### config.mk
export PLATFORM = sky130hd
export DESIGN_NAME = dec_pipe
export DESIGN_NICKNAME = d
export VERILOG_FILES = /design/src/rtl/dec_pipe.sv
export SDC_FILE = /design/constraint.sdc
export NUM_CORES = 1
export LEC_CHECK = 0
export CAP_MARGIN = 20
export CORE_MARGIN = 5
export CORE_UTILIZATION = 47
export DETAILED_ROUTE_END_ITERATION = 10
export PLACE_DENSITY = 0.79
export SETUP_SLACK_MARGIN = 0.4
export SLEW_MARGIN = 5
export SYNTH_ARGS = -nofsm -noshare
export SYNTH_HDL_FRONTEND = slang
export SYNTH_SLANG_ARGS = --single-unit
### constraint.sdc
create_clock -name clk -period 1.5 [get_ports clk]
set_input_delay 0.3 -clock clk [delete_from_list [all_inputs] [get_ports clk]]
set_output_delay 0.3 -clock clk [all_outputs]
set_load 0.01 [all_outputs]
### src/rtl/dec_pipe.sv
// dec_pipe: pipelined N-to-2^N write-enable decoder with stall, flush and
// optional suppression of the hardwired zero register.
module dec_pipe #(
    parameter int unsigned N         = 5,
    parameter int unsigned STAGES    = 2,
    parameter bit          MASK_ZERO = 1'b1,
    parameter int unsigned ZERO_IDX  = (1 << N) - 1
) (
    input  logic                clk,
    input  logic                reset,
    input  logic [N-1:0]        addr_in,
    input  logic                en_in,
    input  logic                stall,
    input  logic                flush,
    output logic [(1<<N)-1:0]   out,
    output logic [N-1:0]        addr_out,
    output logic                en_out
);

    localparam int unsigned WIDTH = 1 << N;

    // Bits allowed to assert; the zero register bit is cleared when masking.
    localparam logic [WIDTH-1:0] KEEP_MASK =
        MASK_ZERO ? ~(WIDTH'(1) << ZERO_IDX) : {WIDTH{1'b1}};

    // Pipeline entries; index STAGES-1 is the last stage.
    logic [N-1:0] addr_q [STAGES];
    logic         en_q   [STAGES];

    // Decoded vector kept in step with the last stage so out is a flop.
    logic [WIDTH-1:0] out_q;

    // Value that will enter the last stage on the next advancing edge.
    logic [N-1:0]     feed_addr;
    logic             feed_en;
    logic [WIDTH-1:0] feed_vec;

    // Select the source feeding the last stage.
    generate
        if (STAGES == 1) begin : g_feed_in
            assign feed_addr = addr_in;
            assign feed_en   = en_in;
        end else begin : g_feed_pipe
            assign feed_addr = addr_q[STAGES-2];
            assign feed_en   = en_q[STAGES-2];
        end
    endgenerate

    // Decode the incoming last-stage entry one edge early.
    always_comb begin
        feed_vec = '0;
        feed_vec = (WIDTH'(feed_en) << feed_addr) & KEEP_MASK;
    end

    // Pipeline advance: reset and flush clear, stall holds, otherwise shift.
    always_ff @(posedge clk) begin
        if (reset || flush) begin
            for (int unsigned k = 0; k < STAGES; k++) begin
                addr_q[k] <= '0;
                en_q[k]   <= 1'b0;
            end
            out_q <= '0;
        end else if (!stall) begin
            addr_q[0] <= addr_in;
            en_q[0]   <= en_in;
            for (int unsigned k = 1; k < STAGES; k++) begin
                addr_q[k] <= addr_q[k-1];
                en_q[k]   <= en_q[k-1];
            end
            out_q <= feed_vec;
        end
    end

    assign out      = out_q;
    assign addr_out = addr_q[STAGES-1];
    assign en_out   = en_q[STAGES-1];

endmodule

### Word level (Yosys, flattened, before mapping)

Memories as Yosys holds them, arrays and structs flattened.
Cells that the tools add are included.

* bitwise logic cells: 4
* multiplexer cells: 9
* shifts and indexed selects: 1
* reduce and logical (&&, ||, !) cells: 1

Operators with widths (count)
* 1-bit by 5-bit left shift with 31-bit output: 1
* 5-bit 2-to-1 mux: 2
* 1-bit 2-to-1 mux: 7
* 1-bit OR: 4
* 1-bit logical OR: 1

* bits of input ports: 10
* bits in registers: 31
* memory bits (writable): 12
* output and inout bits: 38
* memories: 2

Memory list
* addr_q: depth 2, bits a word 5, read ports 2, clocked after Yosys merged registers in 0, wr ports 2, line 27 `logic [N-1:0] addr_q [STAGES];`
* en_q: depth 2, bits a word 1, read ports 2, clocked after Yosys merged registers in 0, wr ports 2, line 28 `logic en_q [STAGES];`

### Longest topological paths before layout

Gate-level depths: netlist of the first run.

* word-level depth: 4
* mapped depth: 4

### Least setup slack after synthesis of the first run

Ideal clock, no wire load.

* path kind: register -> register
* start point: memory addr_q[0][2]
* end point: register out_q[0] (netlist: out[0])
* clock period less this slack: 1.379 ns
* slack: 0.121 ns
* arrival: 1.291 ns
* library setup time: 0.088 ns
* buffers on the path: 0
* required time: 1.412 ns
* stages on the path, launching flop included: 3
* cells stage by stage: edfxtp_1 or4b_4 o32ai_2

RTL lines
* from (decl): line 27
* to (signal assigned): line 70 `out_q <= feed_vec;`
* to (decl): line 31 `logic [WIDTH-1:0] out_q;`

==> results of run 1 <==
state kept, by name (all words and copies together) (netlist names):
signal and count:
out 31, addr_q 10, en_q 2
per-layer routing:
| layer | global-route usage [%] | wire [µm] | up-vias | part of all wire (%) |
|---|---|---|---|---|
| met5 | 0 | 0 | - | 0 |
| met4 | 6.472 | 66 | 0 | 1.4 |
| li1 | - | - | 645 | - |
| met1 | 19.98 | 2012 | 685 | 42 |
| met2 | 31.70 | 2524 | 36 | 53 |
| met3 | 3.693 | 177 | 7 | 3.7 |
cell usage after synthesis (2+ instances only):
cell	number
o32ai_2	4
clkbuf_2	2
and2_1	11
o32ai_1	27
buf_4	8
nand4b_1	3
edfxtp_1	12
dfxtp_1	31
buf_6	3
buf_2	2
clkbuf_1	3
inv_1	31
nand4bb_1	3
cell type report:
type	count	area, µm²
Tap cell	48	60.06
Fill cell	235	943.4
Clock inverter	1	5.005
Clock buffer	6	82.58
Inverter	31	116.4
Sequential cell	43	1011
Timing Repair Buffer	70	603.1
Multi-Input combinational cell	58	784.5
report_power, final:
group / internal [mW] / switching [mW] / total [mW]
Sequential: 1.21 / 0.0112 / 1.22
Combinational: 0.122 / 0.123 / 0.244
Clock: 0.361 / 0.374 / 0.735
Total: 1.69 / 0.507 / 2.20
through the flow:
step	hold slack, ns	instances	total power, mW	instance area [µm²]	utilization [%]
finish	0.4654	257	2.199	2663	73.84
global route	0.4840	257	2.266	2663	73.84
CTS	0.4585	251	2.159	2445	67.80
detailed placement	0.4548	236	1.414	2326	64.50
global placement	0.4457	236	1.407	2326	64.50
floorplan	0.4766	150	1.363	1881	-
worst max-delay path: cells and delay by family, from the launching register on:
| family | cells | cell delay (ns) |
|---|---|---|
| AND/OR/NAND/NOR | 1 | 0.44 |
| flip-flops | 1 | 0.39 |
| AO/OA/AOI/OAI | 1 | 0.24 |
| buffers and inverters | 1 | 0.18 |
logic make-up after synthesis:
group,synth area share (%)
simple gates,11.46
flops,56.85
compound gates,17.48
other cells,0.2173
buf+inv,14.00
worst max-delay path by stage:
stage,endpoint,slack (ns)
5_1_grt,out[19]$_SDFFE_PP0N_,0.08
6_report,out[24]$_SDFFE_PP0N_,0.15
3_5_place_dp,en_q[0][1]$_SDFFCE_PN0P_,-0.44
3_3_place_gp,en_q[0][1]$_SDFFCE_PN0P_,-0.36
2_1_floorplan,out[16]$_SDFFE_PP0N_,0.14
4_1_cts,out[16]$_SDFFE_PP0N_,0.15
what timing repair did:
action,4_1_cts,5_1_grt
gates cloned,2,2
endpoints found under the setup margin,92,40
hold buffers,0,0
gates resized for setup,197,24
buffers inserted,6,4
pin swaps,6,10
==> summary.md, run 1 <==
| Metric | Value |
|---|---|
| CTS tree | done |
| Clock tree skew after final layout | 0.008505 ns |
| DRC violation total after the first TritonRoute iteration | 84 |
| Total global routing overflow | 0 |
| Fraction of final layout cells with drive strength greater than 1 | 65.07% |
| Predominant post-synthesis flop cell | dfxtp_1 |
| Die extent in x | 70.59 µm |
| Hold Path Stages | 2 |
| Fraction of the yosys area taken by sequential cells | 56.85% |
| Initial Utilization | 47.85% |
| Max frequency | 742.2 MHz |
| # rows | 22 |
| Layout net count | 219 |
| Total Negative Setup Slacks | 0 ns |
| Type of the worst setup path | reg -> reg |
| Number of vias in the routed layout | 1373 |
| Power per standard cell area | 826.0 mW/mm² |
| Top library cells by usage in the layout, fill and taps aside | buf_2, inv_1, o32ai_2 |
| Ratio of routed vias to standard cells | 5.342 |
| Largest net degree at the start of global routing | 17 |
| Reg-to-reg setup timing slack | 0.15 ns |
| Final Slew Violations | 0 |
| Slowest Stage Delay on Critical Path | 0.44 ns |
| First-pass GRT wire length | 6.865 mm |
| Startpoint Class | register |
| Mean cell area of the mapped netlist | 11.50 µm² |
| Number of synthesized register bits | 43 |
| Critical-path cell list | or3b_4 -> clkbuf_16 -> o32ai_2 |
| Maximum fanout encountered on the critical timing path | 4 |
| Cell at the slowest stage of the critical path | or3b_4 |
| Die height | 70.59 µm |
| Reg-to-reg critical path startpoint | addr_q[0][4]$_SDFFCE_PN0P_ |
| Worst flop-to-flop path endpoint | out[24]$_SDFFE_PP0N_ |
| Nature of the critical path endpoint | register |
| Number of sinks on the clock net | 43 |
| Routed wire per std cell | 18.60 µm |
| Clock latency on the worst-skew pair | 0.29 ns |
| Hold path start | out[6]$_SDFFE_PP0N_ |
| Hold Crit Class | reg -> reg |
| Setup repair after global routing missed its margin | true |
| CTS Buffer Depth | 2 |
| Final hold viol count | 0 |
| Cell accounting for the most synthesized area | dfxtp_1 |
| Clk root buf | clkbuf_8 |
| Placer congestion estimate | 0.7830 |
| Cells after synthesis | 150 |
| Total nets after synthesis | 160 |
| Area growth, synth to finish | 54.31% |
| CP Data Arrival Time | 1.54 ns |
| Static Leak | 0.9863 nW |
| Endpoint with the worst hold slack | out[6]$_SDFFE_PP0N_ |
| Clock edge transition at the registers on the reported setup and hold paths | 0.08 ns |
| N_diodes | 0 |
| Final critical-path share of the clock period | 89.82% |
| Antenna Violating Nets Remaining | 0 |
| Synth cell types | 23 |
| CTS HTree Levels | 2 |
| Std-Cell Core Area | 0.003606 mm² |
| R2r worst-path depth | 3 |
| Max-cap viol count | 0 |
| Final worst setup slack | 0.1527 ns |
| Top-area cell type share of the netlist area | 35.97% |
| Overall fraction of global-route tracks in use | 17.41% |
| Syn Std Cell Area | 0.001725 mm² |
| Via count of the first global-routing pass | 1397 |
| Worst setup slack before clock tree synthesis | -0.4418 ns |
| Io pins | 48 |
| Ys async rst share | 0% |
| Number of enable flip-flop cells after synthesis | 12 |
| Total die area | 0.004983 mm² |
| DRT Wirelength | 4.780 mm |
| Data required time of the critical path | 1.69 ns |
| Min Tclk post-route | 1.347 ns |
| Number of antenna violations at the first check in global routing | 0 |
| Leading cell type in the layout, fill and taps excluded | buf_2 |
| HPWL reported at the end of detailed placement | 2.698 mm |
| # setup viols final | 0 |
| Result of the run | completed |
| Timing startpoint of the critical path | addr_q[0][4]$_SDFFCE_PN0P_ |
| Number of warnings reported in the yosys synthesis log | 0 |
| Top post-synthesis cells by area | dfxtp_1, edfxtp_1, o32ai_1, inv_1, and2_1 |
| Clock buffer count from CTS | 5 |
| Maximum vdd drop | 0.5699 mV |
| Iteration count of the initial detailed-routing pass | 4 |
| Post-route DRC violation count | 0 |
| # port buffers | 46 |
(Power assumes the default switching activity.)
==> run 2: changes to the inputs <==
==> constraint.sdc (replaced) <==
create_clock -name clk -period 1.5 [get_ports clk]
set_input_delay 0.3 -clock clk [delete_from_list [all_inputs] [get_ports clk]]
set_output_delay 0.3 -clock clk [all_outputs]
set_load 0.1 [all_outputs]
==> summary.md, run 2 (synthesis gave the netlist of run 1 again) <==
| Metric | Value |
|---|---|
| Antenna Violating Nets Remaining | 0 (unchanged) |
| Top library cells by usage in the layout, fill and taps aside | buf_12, inv_1, dfxtp_2 (was buf_2, inv_1, o32ai_2) |
| Ratio of routed vias to standard cells | 5.829 (was 5.342) |
| Total Negative Setup Slacks | 0 ns (unchanged) |
| Initial Utilization | 47.85% (unchanged) |
| Clock tree skew after final layout | 0.01438 ns (was 0.008505 ns) |
| # rows | 22 (unchanged) |
| Leading cell type in the layout, fill and taps excluded | buf_12 (was buf_2) |
| Worst flop-to-flop path endpoint | out[30]$_SDFFE_PP0N_ (was out[24]$_SDFFE_PP0N_) |
| Placer congestion estimate | 0.7405 (was 0.7830) |
| HPWL reported at the end of detailed placement | 3.386 mm (was 2.698 mm) |
| Utilization after layout | 91.95% (was 73.84%) |
| Data required time of the critical path | 1.69 ns (about the same) |
| Static Leak | 1.096 nW (was 0.9863 nW) |
| Fraction of final layout cells with drive strength greater than 1 | 66.05% (was 65.07%) |
| Clock latency on the worst-skew pair | 0.30 ns (was 0.29 ns) |
| Result of the run | completed (unchanged) |
| Hold-fix buffers, CTS | 0 (unchanged) |
| Clock buffer count from CTS | 5 (unchanged) |
| Total global routing overflow | 0 (unchanged) |
| GR Util met1 | 27.03% (was 19.98%) |
| Reg-to-reg setup timing slack | 0.04 ns (was 0.15 ns) |
| Instance area after placement | 0.002725 mm² (was 0.002326 mm²) |
| Maximum fanout encountered on the critical timing path | 6 (was 4) |
| DRT Wirelength | 6.799 mm (was 4.780 mm) |
| Die height | 70.59 µm (unchanged) |
| Power per standard cell area | 685.6 mW/mm² (was 826.0 mW/mm²) |
| Layout net count | 225 (was 219) |
| Crit path buffers/inverters | 2 (was 1) |
| Flip-flop count of the largest register, all copies and words added | 31 (unchanged) |
| Non-filler instance count after layout | 263 (was 257) |
| First-pass GRT wire length | 9.128 mm (was 6.865 mm) |
| Startpoint Class | register (unchanged) |
| Reg-to-reg critical path startpoint | addr_q[0][0]$_SDFFCE_PN0P_ (was addr_q[0][4]$_SDFFCE_PN0P_) |
| Final design instance area without fill | 0.003316 mm² (was 0.002663 mm²) |
| Total die area | 0.004983 mm² (unchanged) |
| Clk root buf | clkbuf_8 (unchanged) |
| CTS tree | done (unchanged) |
| Hold Crit Class | reg -> reg (unchanged) |
| Area growth, synth to finish | 92.17% (was 54.31%) |
| R2r worst-path depth | 4 (was 3) |
| Largest net degree at the start of global routing | 32 (was 17) |
| Final critical-path share of the clock period | 97.28% (was 89.82%) |
| Via count of the first global-routing pass | 1614 (was 1397) |
| Min Tclk post-route | 1.459 ns (was 1.347 ns) |
| DRC violation total after the first TritonRoute iteration | 110 (was 84) |
| Hold Path Stages | 2 (unchanged) |
| Iteration count of the initial detailed-routing pass | 4 (unchanged) |
| Timing startpoint of the critical path | addr_q[0][0]$_SDFFCE_PN0P_ (was addr_q[0][4]$_SDFFCE_PN0P_) |
| Number of instances in the placed design | 235 (was 236) |
| Overall fraction of global-route tracks in use | 24.42% (was 17.41%) |
| N_diodes | 0 (unchanged) |
| Clock edge transition at the registers on the reported setup and hold paths | 0.09 ns (was 0.08 ns) |
| # port buffers | 46 (unchanged) |
| Maximum vdd drop | 0.5586 mV (was 0.5699 mV) |
| Hold path start | out[24]$_SDFFE_PP0N_ (was out[6]$_SDFFE_PP0N_) |
| Io pins | 48 (unchanged) |
| Max-cap viol count | 0 (unchanged) |
| Type of the worst setup path | reg -> reg (unchanged) |
| Fillers | 114 (was 235) |
| Final hold viol count | 0 (unchanged) |
| Nature of the critical path endpoint | register (unchanged) |
| CTS Buffer Depth | 2 (unchanged) |
| Critical-path cell list | buf_6 -> nand4b_1 -> buf_4 -> o32ai_2 (was or3b_4 -> clkbuf_16 -> o32ai_2) |
| Max frequency | 685.3 MHz (was 742.2 MHz) |
| Setup repair after global routing missed its margin | true (unchanged) |
| Routed wire per std cell | 25.85 µm (was 18.60 µm) |
| GRT met3 Usage | 5.540% (was 3.693%) |
| Busiest layer in global routing | met2 (unchanged) |
| CTS HTree Levels | 2 (unchanged) |
| Post-route DRC violation count | 0 (unchanged) |
| # setup viols final | 0 (unchanged) |
| Number of sinks on the clock net | 43 (unchanged) |
| CP Data Arrival Time | 1.65 ns (was 1.54 ns) |
| Slowest Stage Delay on Critical Path | 0.44 ns (about the same) |
| Number of antenna violations at the first check in global routing | 0 (unchanged) |
| Die extent in x | 70.59 µm (unchanged) |
| Met2 demand-to-capacity share in global routing | 44.91% (was 31.70%) |
| Cell at the slowest stage of the critical path | edfxtp_1 (was or3b_4) |
| Final Slew Violations | 0 (unchanged) |
| Cell type group with the largest total delay on the critical path | flip-flops (was simple AND/OR/NAND/NOR gates) |
| Number of vias in the routed layout | 1533 (was 1373) |
| Std-Cell Core Area | 0.003606 mm² (unchanged) |
| Endpoint with the worst hold slack | out[24]$_SDFFE_PP0N_ (was out[6]$_SDFFE_PP0N_) |
run 2: what timing repair did:
item	4_1_cts	5_1_grt
setup buffers	11	8
resized for setup	33	27
gates cloned	0	2
setup endpoints to repair	92	69
pin swaps	2	11
run 2: worst min-delay path: stages, from the launching register on:
cell	delay [ns]
dfxtp_2	0.35
inv_1	0.07
o32ai_2	0.06
run 2: area by class of cell:
| type | instances | area, µm² | share of cell area [%] |
|---|---|---|---|
| well taps | 48 | 60.06 | 1.811 |
| clock buffers | 7 | 76.32 | 2.302 |
| inverters | 31 | 116.4 | 3.509 |
| repair buffers | 76 | 1187 | 35.81 |
| multi-input cells | 58 | 844.6 | 25.47 |
| flip-flops and latches | 43 | 1031 | 31.09 |
run 2: how the worst max path moves through the flow:
stage,endpoint,slack [ns],cells past startpoint
2_1_floorplan,out[16]$_SDFFE_PP0N_,0.14,2
3_3_place_gp,en_q[0][1]$_SDFFCE_PN0P_,-0.32,3
3_5_place_dp,addr_q[0][9]$_SDFFCE_PN0P_,-0.41,3
4_1_cts,out[16]$_SDFFE_PP0N_,0.13,2
5_1_grt,out[6]$_SDFFE_PP0N_,-0.009,3
6_report,out[30]$_SDFFE_PP0N_,0.04,4
run 2: through the flow:
stage,hold slack (ns),setup WS (ns),total power [mW]
3_3_place_gp,0.4637,-0.3174,1.498
5_1_grt,0.5283,-0.008509,2.348
6_report,0.5088,0.04086,2.273
3_5_place_dp,0.4742,-0.4054,1.510
4_1_cts,0.4842,0.1337,2.207
2_1_floorplan,0.4982,0.1362,1.431
run 2: report_power, final:
| part | switching [mW] | internal (mW) |
|---|---|---|
| sequential | 0.0181 | 1.20 |
| combinational | 0.211 | 0.146 |
| clock | 0.376 | 0.321 |
run 2: per-layer routing:
| metal | vias up | part of all wire [%] |
|---|---|---|
| li1 | 658 | - |
| met1 | 755 | 36 |
| met2 | 91 | 53 |
| met3 | 29 | 4.9 |
| met4 | 0 | 5.3 |
| met5 | - | 0 |
